<file path="src/rtl/fetch_state_unit.sv">
// Fetch/state front end of the multi-cycle core: holds PC, IR and the FSM state register,
// fetches over a req/ready handshake and applies branch/jump redirects in execute.
module fetch_state_unit #(
  parameter int                 STATE_W  = 3,
  parameter logic [31:0]        RESET_PC = 32'h0000_0000,
  parameter logic [STATE_W-1:0] S_IF     = 3'd0,
  parameter logic [STATE_W-1:0] S_ID     = 3'd1,
  parameter logic [STATE_W-1:0] S_EX     = 3'd2,
  parameter logic [STATE_W-1:0] S_MEM    = 3'd3,
  parameter logic [STATE_W-1:0] S_WB     = 3'd4
) (
  input  logic               clk,
  input  logic               rst,
  input  logic [STATE_W-1:0] new_state,
  input  logic               branch_flag,
  input  logic               jump_flag,
  input  logic               alu_zero,
  input  logic [31:0]        imem_rdata,
  input  logic               imem_ready,
  output logic               imem_req,
  output logic [31:0]        imem_addr,
  output logic [31:0]        pc,
  output logic [31:0]        instr,
  output logic [5:0]         opcode,
  output logic [5:0]         funct,
  output logic [STATE_W-1:0] state,
  output logic               stall
);

  typedef enum logic [STATE_W-1:0] {
    ST_IF  = S_IF,
    ST_ID  = S_ID,
    ST_EX  = S_EX,
    ST_MEM = S_MEM,
    ST_WB  = S_WB
  } state_t;

  localparam logic [31:0] RESET_PC_ALIGNED = {RESET_PC[31:2], 2'b00};

  state_t      state_r;
  state_t      next_state_s;
  logic [31:0] pc_r;
  logic [31:0] next_pc_s;
  logic [31:0] instr_r;
  logic        fetch_done_s;

  function automatic logic is_legal_state(input logic [STATE_W-1:0] s);
    logic legal;
    case (s)
      S_IF, S_ID, S_EX, S_MEM, S_WB: legal = 1'b1;
      default:                       legal = 1'b0;
    endcase
    return legal;
  endfunction

  function automatic logic [31:0] jump_target(input logic [31:0] cur_pc,
                                              input logic [31:0] ir);
    return {cur_pc[31:28], ir[25:0], 2'b00};
  endfunction

  function automatic logic [31:0] branch_target(input logic [31:0] cur_pc,
                                                input logic [31:0] ir);
    return cur_pc + {{14{ir[15]}}, ir[15:0], 2'b00};
  endfunction

  assign fetch_done_s = (state_r == ST_IF) && imem_ready;

  // Next-state decode: an out-of-range request from the control unit falls back to fetch.
  always_comb begin
    next_state_s = ST_IF;
    if (is_legal_state(new_state)) begin
      next_state_s = state_t'(new_state);
    end else begin
      next_state_s = ST_IF;
    end
  end

  // Next-PC selection: sequential increment on fetch, redirect in execute, hold otherwise.
  always_comb begin
    next_pc_s = pc_r;
    case (state_r)
      ST_IF: begin
        if (imem_ready) begin
          next_pc_s = pc_r + 32'd4;
        end else begin
          next_pc_s = pc_r;
        end
      end
      ST_EX: begin
        // In execute pc already points past the instruction, so offsets are relative to it.
        if (jump_flag) begin
          next_pc_s = jump_target(pc_r, instr_r);
        end else if (branch_flag && alu_zero) begin
          next_pc_s = branch_target(pc_r, instr_r);
        end else begin
          next_pc_s = pc_r;
        end
      end
      default: next_pc_s = pc_r;
    endcase
  end

  // FSM, PC and instruction register; a stalled fetch freezes everything.
  always_ff @(posedge clk) begin
    if (rst) begin
      state_r <= ST_IF;
      pc_r    <= RESET_PC_ALIGNED;
      instr_r <= 32'h0000_0000;
    end else begin
      pc_r <= next_pc_s;
      case (state_r)
        ST_IF: begin
          if (fetch_done_s) begin
            instr_r <= imem_rdata;
            state_r <= next_state_s;
          end else begin
            instr_r <= instr_r;
            state_r <= state_r;
          end
        end
        default: begin
          instr_r <= instr_r;
          state_r <= next_state_s;
        end
      endcase
    end
  end

  assign imem_req  = (state_r == ST_IF) && !rst;
  assign stall     = imem_req && !imem_ready;
  assign imem_addr = pc_r;
  assign pc        = pc_r;
  assign instr     = instr_r;
  assign opcode    = instr_r[31:26];
  assign funct     = instr_r[5:0];
  assign state     = state_r;

endmodule

</file>
<file path="config.mk">
export PLATFORM = sky130hd
export DESIGN_NAME = fetch_state_unit
export DESIGN_NICKNAME = d
export VERILOG_FILES = /design/src/rtl/fetch_state_unit.sv
export SDC_FILE = /design/constraint.sdc
export NUM_CORES = 1
export LEC_CHECK = 0
export CAP_MARGIN = 10
export CORE_MARGIN = 2
export CORE_UTILIZATION = 50
export CTS_BUF_LIST = sky130_fd_sc_hd__clkbuf_16
export CTS_CLUSTER_SIZE = 24
export DETAILED_ROUTE_END_ITERATION = 8
export DONT_BUFFER_PORTS = 1
export SYNTH_ARGS = -nofsm -noshare
export SYNTH_HDL_FRONTEND = slang
export SYNTH_SLANG_ARGS = --single-unit
</file>
<file path="constraint.sdc">
create_clock -name clk -period 2.9 [get_ports clk]
set_input_delay 0.58 -clock clk [delete_from_list [all_inputs] [get_ports clk]]
set_output_delay 0.58 -clock clk [all_outputs]
set_load 0.03 [all_outputs]
</file>
==> results.json <==
{
  "cts_sinks": 65,
  "synth_edf_count": 0,
  "n_fill_cell": 1034,
  "p_total_mw": 2.72,
  "leakage_nw": 2.49,
  "routabilityCongestion": 0.938,
  "drtIter0Drc": 437,
  "ys_seq_area_share_pct": 24.6,
  "status": "finished, final reports clean",
  "syn_to_final_growth_pct": 9.87,
  "synth_area_leaders": "dfxtp_1 25%, nand2_1 8.5%, ha_1 7.1%, a21oi_1 6.6%, buf_4 6.5%",
  "finalHoldViolCount": 0,
  "port_buffers": 0,
  "postCtsHoldBufs": 0,
  "die_w_um": 107,
  "yosys_warnings": 0,
  "worst_slew_pin_slew_ns": 0.844,
  "ios": 154,
  "fmax_mhz": 359,
  "cts_tree": "done",
  "synth_ff_type": "dfxtp_1",
  "wire_per_inst_um": 19.6,
  "gr-total-overflow": 0,
  "synth_cell_types": 77,
  "dpl.cell_count": 844,
  "hp-class": "input port to register",
  "final_area_um2": 5810,
  "layout.area.seq_um2": 1300,
  "grt_usage_pct": 30.4,
  "clock_skew_ns": 0.00991,
  "rows": 37,
  "drc_errors": 0,
  "fin_nets": 791,
  "die-area_um2": 11400,
  "max-vdd-ir-drop_v": 0.000281,
  "worstSetupEndpointType": "register",
  "setup_violations": 0,
  "viasPerCell": 6.10,
  "cp.arrival_ns": 3.01,
  "die_h_um": 107,
  "finalSetupTns_ns": 0,
  "hold-path-cell-count": 1,
  "syn_avg_cell_area_um2": 7.38,
  "clkTransAtPathRegs_ns": 0.06,
  "finalNonFillerCells": 860,
  "cts_buffers": 9,
  "required_ns": 3.12,
  "finalCritPeriodShare_pct": 96.1,
  "initial_utilization_pct": 51.4,
  "startpoint_type": "register",
  "grt_pass1_vias": 5166,
  "vias": 5246,
  "placed_area_um2": 5510,
  "grt_pass1_wl_um": 27100,
  "firstDrtPassIters": 5,
  "synth-async-reset-ratio_pct": 0,
  "cts_root_buf": "clkbuf_16",
  "htreeDepth": 3,
  "p_per_area_nw_per_um2": 469,
  "path_class": "register to register",
  "slew_headroom_pct": 43.1,
  "synth_top_cell_by_area": "dfxtp_1",
  "n_antenna_cell": 0,
  "slew_viol_final": 0,
  "cts_max_path_buffers": 2,
  "period_minus_slack_ns": 2.79,
  "synth_top_area_share_pct": 24.6,
  "synth_seq_cells": 65,
  "ctsResizeCount": 0,
  "cts_setup_buffers": 0,
  "antenna_found_initial": 0,
  "rsz0062_at_grt": "no",
  "insertion_delay_ns": 0.34,
  "drt_wl_total_um": 16900,
  "netlist_instances": 716,
  "grt_max_degree": 69,
  "maxCapViolCount": 0,
  "worstPathMaxFanout": 7,
  "r2r_cells": 9,
  "ant_nets": 0,
  "multi_input_area_um2": 3500,
  "drive_above_1_share_pct": 14.5,
  "core_area_um2": 10300,
  "synthesis.area_um2": 5290,
  "dp_hpwl_um": 12200
}
[cells by family (layout without fill, tap and decap cells)]
family / Yosys count / after routing / synth area share (%)
and+or+nand+nor: 290 / 290 / 26.3
AOI/OAI and AO/OA: 208 / 208 / 25.8
buffers and inverters: 86 / 91 / 9.75
DFF: 65 / 65 / 24.6
adders and majority gates: 31 / 31 / 7.48
xor gates and xnor gates: 26 / 26 / 4.31
muxes: 9 / 9 / 1.73
other: 1 / 4 / 0.0710
[final timing paths]
kind / startpoint / to / slack (ns)
worst max-delay path: imem_addr[3] / imem_addr[31] / 0.11
worst min-delay path: rst / instr[15] / 0.30
worst max register to register: imem_addr[3] / imem_addr[31] / 0.11
worst min register to register: instr[15] / imem_addr[17] / 0.58
[area by class of cell]
type / count / area share (%)
multi-input combinational: 568 / 60.2
sequential: 65 / 22.4
inverter: 7 / 0.452
tap: 136 / 2.93
timing repair buffer: 68 / 9.01
clock buffer: 9 / 3.88
clock inverter: 7 / 1.08
[cells in the mapped netlist, types with 3 or more instances]
| cell type | instances |
|---|---|
| nand2_1 | 120 |
| a21oi_1 | 70 |
| dfxtp_1 | 65 |
| nor2_1 | 61 |
| buf_4 | 46 |
| o21ai_0 | 32 |
| ha_1 | 30 |
| clkbuf_1 | 25 |
| nand3_1 | 18 |
| nor3_1 | 18 |
| xnor2_1 | 16 |
| and3_1 | 14 |
| a21o_1 | 11 |
| a31oi_1 | 11 |
| o21ai_1 | 10 |
| xor2_1 | 10 |
| nand2b_1 | 9 |
| a211oi_1 | 8 |
| and2_1 | 8 |
| mux2i_1 | 8 |
| a22oi_1 | 7 |
| inv_1 | 7 |
| a221oi_1 | 6 |
| a311oi_1 | 6 |
| o21a_1 | 6 |
| and4_1 | 5 |
| nand4_1 | 5 |
| nor3b_1 | 5 |
| buf_1 | 4 |
| nor4_1 | 4 |
| o21bai_1 | 4 |
| or3_1 | 4 |
| a211o_1 | 3 |
| o211a_1 | 3 |
| o221ai_1 | 3 |
| o22ai_1 | 3 |
| o31ai_1 | 3 |
[layer usage]
layer | global-route usage, % | share of wire (%)
met5 | 0 | 0
met4 | 9.46 | 1.5
met3 | 6.50 | 7.9
met2 | 48.8 | 46
met1 | 40.7 | 45
[stage by stage]
| step | worst slack [ns] | utilization [%] | hold WS, ns |
|---|---|---|---|
| after floorplan | 0.00953 | - | 0.590 |
| after global placement | 0.201 | 53.6 | 0.546 |
| after detailed placement | 0.161 | 53.6 | 0.569 |
| after CTS | 0.146 | 56.4 | 0.306 |
| after global routing | 0.0124 | 56.5 | 0.302 |
| final | 0.113 | 56.5 | 0.305 |
[where the power goes]
part / leakage, nW / switching [mW] / internal [mW]
sequential: 0.532 / 0.0831 / 0.941
combinational: 1.82 / 0.423 / 0.207
clock: 0.142 / 0.415 / 0.656
[worst max-delay path, stage by stage (launching register included)]
cell and delay (ns):
dfxtp_1 0.48, ha_1 0.31, a211oi_2 0.22, o21ai_1 0.15
a211o_1 0.38, a21oi_4 0.31, o221ai_1 0.21, a211oi_1 0.35
xnor2_1 0.16, o22ai_1 0.09
[cells in the final DEF (no fill, tap or decap), types with 7 or more instances in the layout]
cell | Yosys | layout
nand2_1 | 120 | 120
a21oi_1 | 70 | 69
buf_4 | 46 | 67
dfxtp_1 | 65 | 64
nor2_1 | 61 | 61
o21ai_0 | 32 | 32
ha_1 | 30 | 30
nor3_1 | 18 | 18
nand3_1 | 18 | 18
xnor2_1 | 16 | 16
and3_1 | 14 | 14
a21o_1 | 11 | 11
a31oi_1 | 11 | 11
xor2_1 | 10 | 10
o21ai_1 | 10 | 9
nand2b_1 | 9 | 9
clkbuf_16 | 0 | 9
inv_1 | 7 | 8
a211oi_1 | 8 | 8
mux2i_1 | 8 | 8
and2_1 | 8 | 7
a22oi_1 | 7 | 7
[flip-flops by register name (all words and copies together) (netlist names)]
signal,count
state,3
instr,32
imem_addr,30
No activity file was read; power rests on OpenSTA's default activity.
